===== config.mk =====
export PLATFORM = sky130hd
export DESIGN_NAME = shared_buffer_fifo_mc
export DESIGN_NICKNAME = d
export VERILOG_FILES = /design/src/rtl/shared_buffer_pkg.sv /design/src/rtl/shared_buffer_ram.sv /design/src/rtl/shared_buffer_fifo_mc.sv
export SDC_FILE = /design/constraint.sdc
export NUM_CORES = 1
export LEC_CHECK = 0
export CORE_UTILIZATION = 55
export DETAILED_ROUTE_END_ITERATION = 6
export GPL_TIMING_DRIVEN = 0
export HOLD_SLACK_MARGIN = 0.12
export PLACE_DENSITY = 0.72
export SLEW_MARGIN = 25
export SYNTH_ARGS = -nofsm -noshare
export SYNTH_HDL_FRONTEND = slang
export SYNTH_SLANG_ARGS = --single-unit
export TNS_END_PERCENT = 30

===== constraint.sdc =====
create_clock -name clk -period 3.4 [get_ports clk]
set_clock_uncertainty 0.1 [all_clocks]
set_input_delay 0.68 -clock clk [delete_from_list [all_inputs] [get_ports clk]]
set_output_delay 0.68 -clock clk [all_outputs]
set_load 0.05 [all_outputs]

===== src/rtl/shared_buffer_pkg.sv =====
// Shared definitions for the multi-channel shared-buffer FIFO and its neighbours
// (ingress arbiter, egress scheduler): width helpers and count-field layout.
package shared_buffer_pkg;

    // Default geometry of the shared buffer.
    localparam int DEF_DATA_WIDTH = 8;
    localparam int DEF_ADDR_WIDTH = 4;
    localparam int DEF_NUM_CH     = 4;

    // Ceiling log2, usable in constant expressions.
    function automatic int clog2(input int value);
        int r;
        r = 0;
        while ((1 << r) < value) begin
            r++;
        end
        return r;
    endfunction

    // Width of a channel index; never narrower than one bit.
    function automatic int ch_width(input int num_ch);
        return (num_ch < 2) ? 1 : clog2(num_ch);
    endfunction

    // Pointer width: per-channel address bits plus one wrap bit.
    function automatic int ptr_width(input int addr_width);
        return addr_width + 1;
    endfunction

    // LSB of channel ch's occupancy field inside the packed count bus.
    function automatic int count_lsb(input int ch, input int addr_width);
        return ch * ptr_width(addr_width);
    endfunction

    // Count-field layout for the default geometry.
    localparam int DEF_COUNT_FIELD_W = ptr_width(DEF_ADDR_WIDTH);
    localparam int DEF_COUNT_BUS_W   = DEF_NUM_CH * DEF_COUNT_FIELD_W;

endpackage


===== src/rtl/shared_buffer_ram.sv =====
// Simple dual-port RAM: synchronous write, registered read with read enable.
module shared_buffer_ram #(
    parameter int DATA_WIDTH = 8,
    parameter int ADDR_BITS  = 6
) (
    input  logic                  clk,
    input  logic                  wr_en,
    input  logic [ADDR_BITS-1:0]  wr_addr,
    input  logic [DATA_WIDTH-1:0] wr_data,
    input  logic                  rd_en,
    input  logic [ADDR_BITS-1:0]  rd_addr,
    output logic [DATA_WIDTH-1:0] rd_data
);

    logic [DATA_WIDTH-1:0] mem [2**ADDR_BITS];
    logic [DATA_WIDTH-1:0] rd_data_q;

    // Write port and registered read port; the output holds when not reading.
    // NOTE: the array and its output register carry no reset so they map onto block RAM;
    // validity of the contents is tracked by the controller's pointers.
    always_ff @(posedge clk) begin
        if (wr_en) begin
            mem[wr_addr] <= wr_data;
        end
        if (rd_en) begin
            rd_data_q <= mem[rd_addr];
        end
    end

    assign rd_data = rd_data_q;

endmodule


===== src/rtl/shared_buffer_fifo_mc.sv =====
// Multi-channel FIFO controller: NUM_CH equal queues carved out of one shared
// dual-port RAM, one write and one read per cycle to any channel.
module shared_buffer_fifo_mc
    import shared_buffer_pkg::*;
#(
    parameter int DATA_WIDTH = DEF_DATA_WIDTH,
    parameter int ADDR_WIDTH = DEF_ADDR_WIDTH,
    parameter int NUM_CH     = DEF_NUM_CH,
    localparam int CH_WIDTH  = ch_width(NUM_CH),
    localparam int PTR_WIDTH = ptr_width(ADDR_WIDTH)
) (
    input  logic                          clk,
    input  logic                          rst,
    input  logic                          wr_en,
    input  logic [CH_WIDTH-1:0]           wr_ch,
    input  logic [DATA_WIDTH-1:0]         wr_data,
    input  logic                          rd_en,
    input  logic [CH_WIDTH-1:0]           rd_ch,
    output logic [DATA_WIDTH-1:0]         rd_data,
    output logic                          rd_valid,
    output logic [NUM_CH-1:0]             full,
    output logic [NUM_CH-1:0]             empty,
    output logic [NUM_CH*PTR_WIDTH-1:0]   count,
    output logic                          wr_err,
    output logic                          rd_err
);

    localparam int RAM_ADDR_BITS = CH_WIDTH + ADDR_WIDTH;

    logic [PTR_WIDTH-1:0]        wr_ptr_q [NUM_CH];
    logic [PTR_WIDTH-1:0]        wr_ptr_d [NUM_CH];
    logic [PTR_WIDTH-1:0]        rd_ptr_q [NUM_CH];
    logic [PTR_WIDTH-1:0]        rd_ptr_d [NUM_CH];
    logic [NUM_CH-1:0]           full_q, full_d;
    logic [NUM_CH-1:0]           empty_q, empty_d;
    logic [NUM_CH*PTR_WIDTH-1:0] count_q, count_d;
    logic                        rd_pend_q, rd_pend_d;
    logic                        rd_valid_q, rd_valid_d;
    logic [DATA_WIDTH-1:0]       rd_data_q, rd_data_d;
    logic                        wr_err_q, wr_err_d;
    logic                        rd_err_q, rd_err_d;

    logic                        wr_acc;
    logic                        rd_acc;
    logic [RAM_ADDR_BITS-1:0]    ram_waddr;
    logic [RAM_ADDR_BITS-1:0]    ram_raddr;
    logic [DATA_WIDTH-1:0]       ram_rdata;

    // Accept decisions use the registered flags only, so a slot freed this
    // cycle cannot be reused until the next one; the RAM never sees a
    // same-address read and write.
    always_comb begin
        wr_acc    = wr_en && !full_q[wr_ch];
        rd_acc    = rd_en && !empty_q[rd_ch];
        ram_waddr = {wr_ch, wr_ptr_q[wr_ch][ADDR_WIDTH-1:0]};
        ram_raddr = {rd_ch, rd_ptr_q[rd_ch][ADDR_WIDTH-1:0]};
    end

    shared_buffer_ram #(
        .DATA_WIDTH (DATA_WIDTH),
        .ADDR_BITS  (RAM_ADDR_BITS)
    ) u_ram (
        .clk     (clk),
        .wr_en   (wr_acc),
        .wr_addr (ram_waddr),
        .wr_data (wr_data),
        .rd_en   (rd_acc),
        .rd_addr (ram_raddr),
        .rd_data (ram_rdata)
    );

    // Next pointers, flags and counts per channel, plus the read-return pipeline.
    // NOTE: every variable gets its default at the top so no path leaves it
    // unassigned, which would infer a latch.
    always_comb begin
        full_d     = full_q;
        empty_d    = empty_q;
        count_d    = count_q;
        rd_pend_d  = rd_acc;
        rd_valid_d = rd_pend_q;
        rd_data_d  = rd_pend_q ? ram_rdata : rd_data_q;
        wr_err_d   = wr_en && !wr_acc;
        rd_err_d   = rd_en && !rd_acc;
        for (int c = 0; c < NUM_CH; c++) begin
            wr_ptr_d[c] = wr_ptr_q[c];
            rd_ptr_d[c] = rd_ptr_q[c];
            if (wr_acc && (wr_ch == CH_WIDTH'(c))) begin
                wr_ptr_d[c] = wr_ptr_q[c] + PTR_WIDTH'(1);
            end
            if (rd_acc && (rd_ch == CH_WIDTH'(c))) begin
                rd_ptr_d[c] = rd_ptr_q[c] + PTR_WIDTH'(1);
            end
            empty_d[c] = (wr_ptr_d[c] == rd_ptr_d[c]);
            full_d[c]  = (wr_ptr_d[c][ADDR_WIDTH-1:0] == rd_ptr_d[c][ADDR_WIDTH-1:0])
                      && (wr_ptr_d[c][ADDR_WIDTH] != rd_ptr_d[c][ADDR_WIDTH]);
            count_d[count_lsb(c, ADDR_WIDTH) +: PTR_WIDTH] = wr_ptr_d[c] - rd_ptr_d[c];
        end
    end

    // State registers; reset empties every queue and cancels any in-flight read.
    // NOTE: sequential state uses non-blocking assignments so every flop samples
    // the pre-edge values regardless of statement order.
    always_ff @(posedge clk or posedge rst) begin
        if (rst) begin
            for (int c = 0; c < NUM_CH; c++) begin
                wr_ptr_q[c] <= '0;
                rd_ptr_q[c] <= '0;
            end
            full_q     <= '0;
            empty_q    <= '1;
            count_q    <= '0;
            rd_pend_q  <= 1'b0;
            rd_valid_q <= 1'b0;
            rd_data_q  <= '0;
            wr_err_q   <= 1'b0;
            rd_err_q   <= 1'b0;
        end else begin
            for (int c = 0; c < NUM_CH; c++) begin
                wr_ptr_q[c] <= wr_ptr_d[c];
                rd_ptr_q[c] <= rd_ptr_d[c];
            end
            full_q     <= full_d;
            empty_q    <= empty_d;
            count_q    <= count_d;
            rd_pend_q  <= rd_pend_d;
            rd_valid_q <= rd_valid_d;
            rd_data_q  <= rd_data_d;
            wr_err_q   <= wr_err_d;
            rd_err_q   <= rd_err_d;
        end
    end

    assign full     = full_q;
    assign empty    = empty_q;
    assign count    = count_q;
    assign rd_valid = rd_valid_q;
    assign rd_data  = rd_data_q;
    assign wr_err   = wr_err_q;
    assign rd_err   = rd_err_q;

endmodule


Word level (Yosys, flattened, before mapping) --
Memories as Yosys holds them, arrays and structs flattened. A register that Yosys moved wholly into a read port is not among the register bits. Cells that the tools add are included.
Storage, ports and cells: flip-flop bits (word level) 80, memory bits (writable) 512, input bits 16, word-level logic and storage cells 95, memories kept 1
Cells by class: add/subtract/negate cells 12, $lt $le $gt $ge 4, eq/ne operators 18, muxes and demuxes 20, bitwise operators 2, reductions and logical operators 22
Memories:
- u_ram.mem | depth 64, bits a word 8, rd ports 1, clocked after Yosys merged registers in 1, wr ports 1, line shared_buffer_ram.sv:15 | logic [DATA_WIDTH-1:0] mem [2**ADDR_BITS];
Operator list (count):
- $add 5x1->5 const B | 8
- $mux 5 | 8
- $bmux 5 s2 | 2
- $eq 5x5->1 | 4
- $sub 5x5->5 | 4
- $eq 4x4->1 | 4
- $logic_and 1x1->1 | 16
- $mux 4 | 4
- $eq 2x2->1 const B | 4
- $ge 3x3->1 const B | 2
- $lt 2x3->1 const B | 2
- $not 2->3 | 2
- $bmux 1 s2 | 2
- $eq 2x1->1 const B | 2
- $logic_not 1->1 | 4
- $logic_not 2->1 | 2
- $mux 1 | 4
- $ne 1x1->1 | 4

Logic depth before layout (Yosys ltp) --
Gate-level depths: netlist (run 1).
depth in word-level cells 8, depth in mapped cells 12

By module --
A second synthesis (run 1) with hierarchy kept.
Unflattened totals: cell total of the unflattened synthesis 1241, area total of the unflattened synthesis 24176.9 um2
By module, submodules not included:
- shared_buffer_ram | times used 1, cells an instance 940, area an instance 20246.9 um2
- shared_buffer_fifo_mc | times used 1, cells an instance 301, area an instance 3930.0 um2

Worst setup path before layout (run 1) --
No wires, ideal clock.
path kind input port to flip-flop, start input port wr_ch[0], end register count_q[14] (netlist: count[14]), data arrival time 2.959 ns, data required time 3.171 ns, setup slack 0.211 ns, stages on the path 11, cells stage by stage buf_2 -> nor4bb_1 -> buf_2 -> mux2i_1 -> and2b_1 -> nor2_1 -> ha_1 -> nor2_1 -> maj3_1 -> maj3_1 -> xnor2_1
On the way: word-level cells in the longest chain between the ends 7
RTL lines:
- start, declared | line shared_buffer_fifo_mc.sv:15 | input logic [CH_WIDTH-1:0] wr_ch,
- $bmux 1 s2 | line shared_buffer_fifo_mc.sv:53 | wr_acc = wr_en && !full_q[wr_ch];
- $mux 1 (not written as such) | line shared_buffer_fifo_mc.sv:53
- $logic_not 1->1 | line shared_buffer_fifo_mc.sv:53
- $logic_and 1x1->1 | line shared_buffer_fifo_mc.sv:53
- $logic_and 1x1->1 (*) | line shared_buffer_fifo_mc.sv:87 | if (wr_acc && (wr_ch == CH_WIDTH'(c))) begin
- $mux 5 (*) | line shared_buffer_fifo_mc.sv:87
- $sub 5x5->5 (*) | line shared_buffer_fifo_mc.sv:96 | count_d[count_lsb(c, ADDR_WIDTH) +: PTR_WIDTH] = wr_ptr_d[c] - rd_ptr_d[c];
- via count_d[14] | line shared_buffer_fifo_mc.sv:36 | logic [NUM_CH*PTR_WIDTH-1:0] count_q, count_d;
- end signal, assigned | line shared_buffer_fifo_mc.sv:124 | count_q <= count_d;
- end, declared | line shared_buffer_fifo_mc.sv:36
The timed path passes the listed nets; every way through them passes the cells marked *. The select of a mux whose other input is x is not followed. A chain may end at the register's enable or synchronous reset.

Worst setup path in the final report (run 1) --
start register rd_ptr_q[5] in the netlist's numbering, end register u_ram.rd_data_q[0] (netlist: u_ram.rd_data[0]), read port of u_ram.mem (data pin)
On the way: word-level cells in the longest chain between the ends 3
RTL lines:
- start, declared | line shared_buffer_fifo_mc.sv:32 | logic [PTR_WIDTH-1:0] rd_ptr_q [NUM_CH];
- start signal, assigned by index | line shared_buffer_fifo_mc.sv:120 | rd_ptr_q[c] <= rd_ptr_d[c];
- $bmux 5 s2 | line shared_buffer_fifo_mc.sv:56 | ram_raddr = {rd_ch, rd_ptr_q[rd_ch][ADDR_WIDTH-1:0]};
- $mux 4 (not written as such) (2 in series) | line shared_buffer_fifo_mc.sv:56
- end, declared | line shared_buffer_ram.sv:16 | logic [DATA_WIDTH-1:0] rd_data_q;
No other way between the ends. The select of a mux whose other input is x is not followed.

==> results of run 1 <==
## metrics by stage
step	setup WS (ns)	util [%]	cell area [um2]	setup TNS [ns]
after floorplan	0.2115	-	24630	0
after global placement	-1.591	58.55	25890	-241.04
after detailed placement	-1.591	58.95	26070	-146.76
after CTS	-0.03934	63.42	28050	-0.07090
after global routing	-0.003114	63.64	28140	-0.003114
final	0.003342	63.64	28140	0
## layout make-up
cell class,count,area (um2)
Buffer,103,595.6
Clock buffer,70,1485
Clock inverter,32,334.1
Fill cell,3135,16080
Inverter,42,160.2
Multi-Input combinational cell,1039,6516
Sequential cell,600,17620
Tap cell,592,740.7
Timing Repair Buffer,60,688.2
## where the power goes
part	total (mW)	internal [mW]	leakage, nW	switching, mW
clock	6.29	3.61	0.884	2.68
combinational	10.1	3.08	3.27	6.99
sequential	9.16	8.69	5.66	0.465
## flip-flops by register name, summed over array words and instances (netlist names)
| register | count |
|---|---|
| rd_ptr_q | 20 |
| wr_err | 1 |
| wr_ptr_q | 20 |
| rd_valid | 1 |
| rd_pend_q | 1 |
| full | 4 |
| empty | 4 |
| u_ram.rd_data | 8 |
| u_ram.mem | 512 |
| count | 20 |
| rd_err | 1 |
| rd_data | 8 |
## per-layer routing
layer / vias to the layer above / wire (um) / part of all wire [%]
met3: 195 / 7722 / 11
met4: 0 / 3379 / 4.9
met5: - / 0 / 0
met1: 7911 / 26850 / 39
met2: 1043 / 31490 / 45
li1: 6839 / - / -
## cell families (layout without fill, tap and decap cells)
| logic type | Yosys count | count (layout) | synth area share (%) |
|---|---|---|---|
| buffers and inverters | 145 | 307 | 2.601 |
| DFF | 600 | 600 | 71.54 |
| AOI/OAI and AO/OA | 206 | 206 | 5.837 |
| muxes | 76 | 76 | 4.201 |
| xor gates and xnor gates | 58 | 58 | 2.062 |
| adders and majority gates | 30 | 30 | 1.382 |
| and+or+nand+nor | 669 | 669 | 12.37 |
## Yosys cell counts, types with 3 or more instances
| cell type | instances |
|---|---|
| buf_4 | 4 |
| a221oi_1 | 7 |
| xnor2_1 | 33 |
| nand3b_1 | 3 |
| and2b_1 | 3 |
| nand2b_1 | 7 |
| a21oi_1 | 27 |
| mux4_2 | 19 |
| and3_1 | 5 |
| and4_1 | 5 |
| and2_1 | 25 |
| maj3_1 | 14 |
| nor4_1 | 3 |
| a211oi_1 | 48 |
| and2_0 | 26 |
| xor2_1 | 25 |
| nand4_1 | 14 |
| mux2_2 | 15 |
| ha_1 | 16 |
| nand2_1 | 338 |
| edfxtp_1 | 520 |
| dfstp_2 | 4 |
| buf_1 | 18 |
| a31oi_1 | 61 |
| o2111ai_1 | 27 |
| buf_2 | 31 |
| or3_1 | 3 |
| clkbuf_1 | 44 |
| o211ai_1 | 4 |
| o21ai_0 | 11 |
| nor2_1 | 91 |
| mux2i_1 | 40 |
| inv_1 | 42 |
| a311oi_1 | 12 |
| nand3_1 | 126 |
| dfrtp_1 | 76 |
| buf_6 | 4 |
| nor2b_1 | 7 |
## what timing repair did
item,CTS,global route
setup endpoints to repair,8,10
gates resized for setup,67,48
pin swaps,0,3
## path summary, 6_finish.rpt
kind	startpoint	end	slack [ns]	cells after the start
setup / recovery	rd_ptr_q[5]	u_ram.rd_data[0]	0.003	10
hold / removal	rd_pend_q	rd_valid	0.29	0
setup reg to reg	rd_ptr_q[5]	u_ram.rd_data[0]	0.003	10
hold reg to reg	rd_pend_q	rd_valid	0.29	0
max in group asynchronous	rst	empty[3]	2.20	3
min in group asynchronous	rst	rd_ptr_q[12]	0.36	2
==> metrics.md, run 1 <==
| Metric | Value |
|---|---|
| Leak pwr | between 9 and 10 nW |
| RSZ-0062 raised after global routing | true |
| Crit-path leading delay family | simple AND/OR/NAND/NOR gates |
| Slew Limit Fails | 0 |
| Die ar. | 45630 um2 |
| Fin. Hold Viols | 0 |
| Top cells by area, synth | edfxtp_1 (63%), dfrtp_1 (7.7%), nand2_1 (5.2%) |
| Hold WS | 0.2864 ns |
| Req. time, crit path | 3.64 ns |
| CP Cell Sequence | mux4_2 -> buf_6 -> buf_8 -> clkbuf_2 -> and2_1 -> a211oi_1 -> a311oi_1 -> a31oi_2 -> nand3_1 -> and4_1 |
| F_max | 0.2944 GHz |
| Port bufs | 52 |
| Worst-path fanout max | 10 |
| # rows | 77 |
| Largest net degree at the start of global routing | 65 |
| Layout cells sized above 1 | 13.05% |
| Area grow syn2layout | 14.26% |
| CTS Buf Count | 56 |
| Die X | 213.6 um |
| Gpl congestion | 0.9908 |
| Clock Latency Late Sink | 0.61 ns |
| Synthesis-stage register bit count | 600 |
| Distinct cells, synth | 59 |
| Worst setup path class | flop to flop |
| Initial antenna violation count | 1 |
| Status | complete, no violations |
| Starting Density | 55.70% |
| Die Y | 213.6 um |
| Post-synth top area share | 63.40% |
| Final HPWL DP | about 47000 um |
| Gr ovfl total | 0 |
| Met3 usage | 6.605% |
| Ys async rst share | 13.33% |
| Final Critical Period | 3.397 ns |
| # hold bufs at CTS | 0 |
| Synth warnings | 0 |
| First-pass GRT wire length | between 100000 and 150000 um |
| Gate Count Post-Synth | approximately 1800 |
| Vias in the first global route | about 15000 |
| Post-synth top area cell | edfxtp_1 |
| Wirelength per Cell | 27.36 um |
| Core area | about 44000 um2 |
| MaxCap Viol Count | 0 |
| Met2 Track Usage GR | 47.64% |
| Max clock buf depth | 3 |
| Worst-margin pin slew | 1.087 ns |
| CTS tree | done |
| Power Density | between 900 and 1000 nW/um2 |
| CTS Sinks | 600 |
| Peak supply drop | between 0.5 and 0.6 mV |
| Critical Path Sink Type | flop |
| Mapped Area | 24630 um2 |
| CP max stage cell | mux4_2 |
| H-tree depth | 2 |
| Most common cell after layout, fill and taps aside | edfxtp_1 |
| Startpoint type of the worst setup path | flop |
| Top_reg_cell synth | edfxtp_1 |
| Fin cells | 2538 |
| IO Pins | 55 |
| Post-synth EDFFs | 520 |
| Antenna cells | 0 |
| GR Util All Layers | 31.19% |
| Arr. time, crit path | 3.63 ns |
| Relative slew margins | 27.29% |
| 1st-pass router iterations | 5 |
| Hold WC Path Type | flop to flop |
| Period utilisation layout | between 90% and 100% |
| Post-Synthesis Mean Instance Area | 13.81 um2 |
| Root Buffer | clkbuf_16 |
| NumNets Final | 1934 |
| CP peak stage delay | 0.48 ns |
| Antenna Nets Post-Route | 0 |
| Met1 GRT Util | a little over two fifths |
| Via/cell ratio | 6.299 |
| GRT Max-Usage Layer | met2 |
| DP Cell Count | 2436 |
| Mapped Nets | 1816 |
| CP Buf/Inv Count | 3 |
| Most frequent cells in the layout | edfxtp_1 (520), nand2_1 (338), nand3_1 (121) |
| Clk slew on worst S/H paths | roughly 0.06 ns |
| Setup repair bufs after CTS | 0 |
| DR vias | between 15000 and 20000 |
| Sequential area share after synthesis | 71.54% |
| Post-Route WL | 69440 um |
| Overall power | 25.52 mW |
| DR DRC count | 0 |
| Count of final setup violators | 0 |
| Initial DRC Count | 2285 |
Power figures use the tool's default switching activity.
==> inputs of run 2 (changes only) <==
--- a/config.mk
+++ b/config.mk
@@ -5,6 +5,7 @@
 export SDC_FILE = /design/constraint.sdc
 export NUM_CORES = 1
 export LEC_CHECK = 0
+export ABC_AREA = 1
 export CORE_UTILIZATION = 55
 export DETAILED_ROUTE_END_ITERATION = 6
 export GPL_TIMING_DRIVEN = 0
@@ -13,5 +14,6 @@
 export SLEW_MARGIN = 25
 export SYNTH_ARGS = -nofsm -noshare
 export SYNTH_HDL_FRONTEND = slang
+export SYNTH_HIERARCHICAL = 1
 export SYNTH_SLANG_ARGS = --single-unit
 export TNS_END_PERCENT = 30
==> constraint.sdc (replaced) <==
create_clock -name clk -period 3.4 [get_ports clk]
set_clock_uncertainty 0.1 [all_clocks]
set_input_delay 1.02 -clock clk [delete_from_list [all_inputs] [get_ports clk]]
set_output_delay 1.02 -clock clk [all_outputs]
set_load 0.05 [all_outputs]
==> run 2 against run 1 <==
Effect of this change: the run now ends with DRC left; clock power up 2%; synthesized cell count up 35%; critical path depth up 1; power up 0.99%; cell count up 27%; global-route usage about the same; core utilization up 1.5 points; sequential power down 2%; design area up 8.4%; critical path type is now primary input to flop; largest cell class unchanged.
==> metrics.md, run 2 <==
| Metric | Value |
|---|---|
| H-tree depth | 2 |
| Peak supply drop | 0.6570 mV |
| CTS Buf Count | 59 |
| Psw | 10.39 mW |
| Most frequent cells in the layout | nand2_1 (810), edfxtp_1 (520), nand3_1 (472) |
| Synth Area in Adders | 0.8092% |
| Vias in the first global route | 18256 |
| Largest net degree at the start of global routing | 65 |
| Gr ovfl total | 0 |
| Wl on met1 | 29350 um |
| TNS Setup | 0 ns |
| Number of flip-flops in the largest register | 512 |
| Synth warnings | 6 |
| Synth Area in Simple Gates | between 20 and 25% |
| Relative slew margins | about 50% |
| Initial antenna violation count | 1 |
| Count leader, synth | nand2_1 |
| 1st-pass router iterations | 7 |
| Gate Count Post-Synth | 2408 |
| Starting Density | 56.10% |
| Worst-path fanout max | 12 |
| Power Density | 844.8 nW/um2 |
| GR Util All Layers | a little under a third |
| Sequential group share of total power | 35.0% |
| Period utilisation layout | a little over nine tenths |
| Max Used Layer | met5 |
| Post-Synthesis Mean Instance Area | between 10 and 15 um2 |
| Most instantiated cells after synthesis | nand2_1 (811), edfxtp_1 (520), nand3_1 (479) |
| # rows | 79 |
| Max clock buf depth | 3 |
| Root Buffer | clkbuf_16 |
| DR DRC count | 2 |
| Leak pwr | 11.83 nW |
| Die X | 220.6 um |
| Startpoint type of the worst setup path | primary input |
| Final HPWL DP | about 50000 um |
| Mapped Area | 26290 um2 |
| Antenna Nets Post-Route | 0 |
| Post-Route WL | 74180 um |
| Mapped Nets | 2441 |
| Multiplexer share of the synthesized area | 0.3427% |
| CTS tree | done |
| Fin. Hold Viols | 0 |
| Wirelength per Cell | 23.07 um |
| IO Pins | 55 |
| Slew Limit Fails | 0 |
| Critical Path Sink Type | flop |
| Area grow syn2layout | 16.08% |
| Core area | 46850 um2 |
| Antenna cells | 0 |
| MaxCap Viol Count | 0 |
| RSZ-0062 raised after global routing | false |
| Hold WS | 0.2989 ns |
| F_max | 0.3076 GHz |
| Reg with most FFs | u_ram/mem |
| Failing checks | DRC |
| Most common cell after layout, fill and taps aside | nand2_1 |
| Ys async rst share | 13.33% |
| First-pass GRT wire length | 110700 um |
| Count of final setup violators | 0 |
| CP peak stage delay | around 0.43 ns |
| Via/cell ratio | just under 6 |
| Initial DRC Count | 2176 |
| Die Y | 220.6 um |
| NumNets Final | 2596 |
| CP Cell Sequence | clkdlybuf4s15_2 -> nand2_1 -> inv_1 -> nand2_1 -> nand4_1 -> clkbuf_4 -> clkinvlp_4 -> buf_4 -> nand4_1 -> buf_4 -> nor2_2 |
| Req. time, crit path | ~3.6 ns |
| Sequential area share after synthesis | 67.04% |
| Combinational power share | 40.2% |
| Post-synth EDFFs | 520 |
| Finished Cell Area | 30510 um2 |
| # hold bufs at CTS | 0 |
| CP max stage cell | nor2_2 |
| Distinct cells, synth | 42 |
| Clk slew on worst S/H paths | 0.07 ns |
| Clock Power Share | 24.8% |
| DR WL met3 | 8382 um |
| Placed cell area | 27860 um2 |
| Synth Area in Compound Gates | less than 1% |
| Gpl congestion | 0.9693 |
| Worst-margin pin slew | 0.7479 ns |
| Met2 routed WL | 33750 um |
| Worst reg2reg setup slack | ~0.44 ns |
| Hold WC Path Type | flop to flop |
| Arr. time, crit path | 3.42 ns |
| Clock Latency Late Sink | 0.65 ns |
| CTS Sinks | 600 |
| Die ar. | 48670 um2 |
| Worst setup path class | primary input to flop |
| Number of fill cells | ~3500 |
| Post-synth top area share | 59.40% |
| Status | finished, violations left |
| Final Critical Period | 3.251 ns |
| Synthesis-stage register bit count | 600 |
| Switching part of the total power | 40.30% |
| Top cells by area, synth | edfxtp_1 (59%), nand2_1 (12%), nand3_1 (9.1%) |
| Port bufs | 53 |
| Layout cells sized above 1 | 15.83% |
| XOR/XNOR Fraction of Synth Area | 1.166% |
| Int Power | about 15 mW |
| Post-synth top area cell | edfxtp_1 |
| Top_reg_cell synth | edfxtp_1 |
| Largest family of logic cells by synthesized area | simple AND/OR/NAND/NOR gates |
| DR vias | 19037 |
[run 2: through the flow]
stage          util (%)  instances  worst slack [ns]  power (mW)
6_report          65.13       3216            0.1486       25.78
5_1_grt           65.13       3216           0.04246       26.92
4_1_cts           64.96       3210          -0.01206       25.51
3_5_place_dp      59.46       3084            -1.840       18.84
3_3_place_gp      58.86       3068            -2.167       18.61
2_1_floorplan         -       2408          -0.07741       15.54
[run 2: repair_timing]
action	in CTS	in global routing
endpoints found under the setup margin	521	163
endpoints found under the hold margin	0	0
gates resized for setup	156	17
pin swaps	4	4
setup buffers	19	6
[run 2: routing by layer]
metal | vias up | track usage, %
li1 | 8597 | -
met5 | - | 0
met3 | 177 | 6.763
met1 | 9215 | 43.30
met2 | 1046 | 48.05
met4 | 2 | 12.31
[run 2: layout make-up]
type	instances	area, um2	share of cell area (%)
inverters	117	457.9	1.501
clock buffers	79	1678	5.499
repair buffers	94	957.2	3.137
clock inverters	28	222.7	0.7299
plain buffers	126	944.7	3.096
multi-input cells	1565	7873	25.80
flip-flops and latches	600	17620	57.75
well taps	607	759.5	2.489
[run 2: path summary, 6_finish.rpt]
path,startpoint,endpoint,cells past startpoint
setup / recovery,wr_ch[0],u_ram/mem[12][1],11
hold / removal,rd_pend_q,rd_valid,0
setup reg to reg,rd_ptr_q[2],u_ram/rd_data[1],11
hold reg to reg,rd_pend_q,rd_valid,0
max in group asynchronous,rst,empty[0],3
min in group asynchronous,rst,wr_ptr_q[18],2
[run 2: critical path: cells and delay by family]
kind | cells | cell delay [ns]
buf+inv | 6 | 1.35
simple gates | 5 | 1.05
[run 2: power by group through the flow]
stage | combinational, mW | clock [mW] | sequential, mW
floorplan | 5.82 | 0 | 9.72
global placement | 9.46 | 0 | 9.15
detailed placement | 9.69 | 0 | 9.15
CTS | 10.1 | 6.44 | 9.01
global route | 11.2 | 6.70 | 9.07
finish | 10.4 | 6.39 | 9.02
[run 2: logic make-up (layout without fill, tap and decap cells)]
| family | after synthesis | count (layout) |
|---|---|---|
| simple gates | 1477 | 1477 |
| flops | 600 | 600 |
| buf+inv | 243 | 444 |
| xor+xnor | 35 | 35 |
| compound gates | 28 | 28 |
| fa+ha+maj | 17 | 17 |
| mux | 8 | 8 |
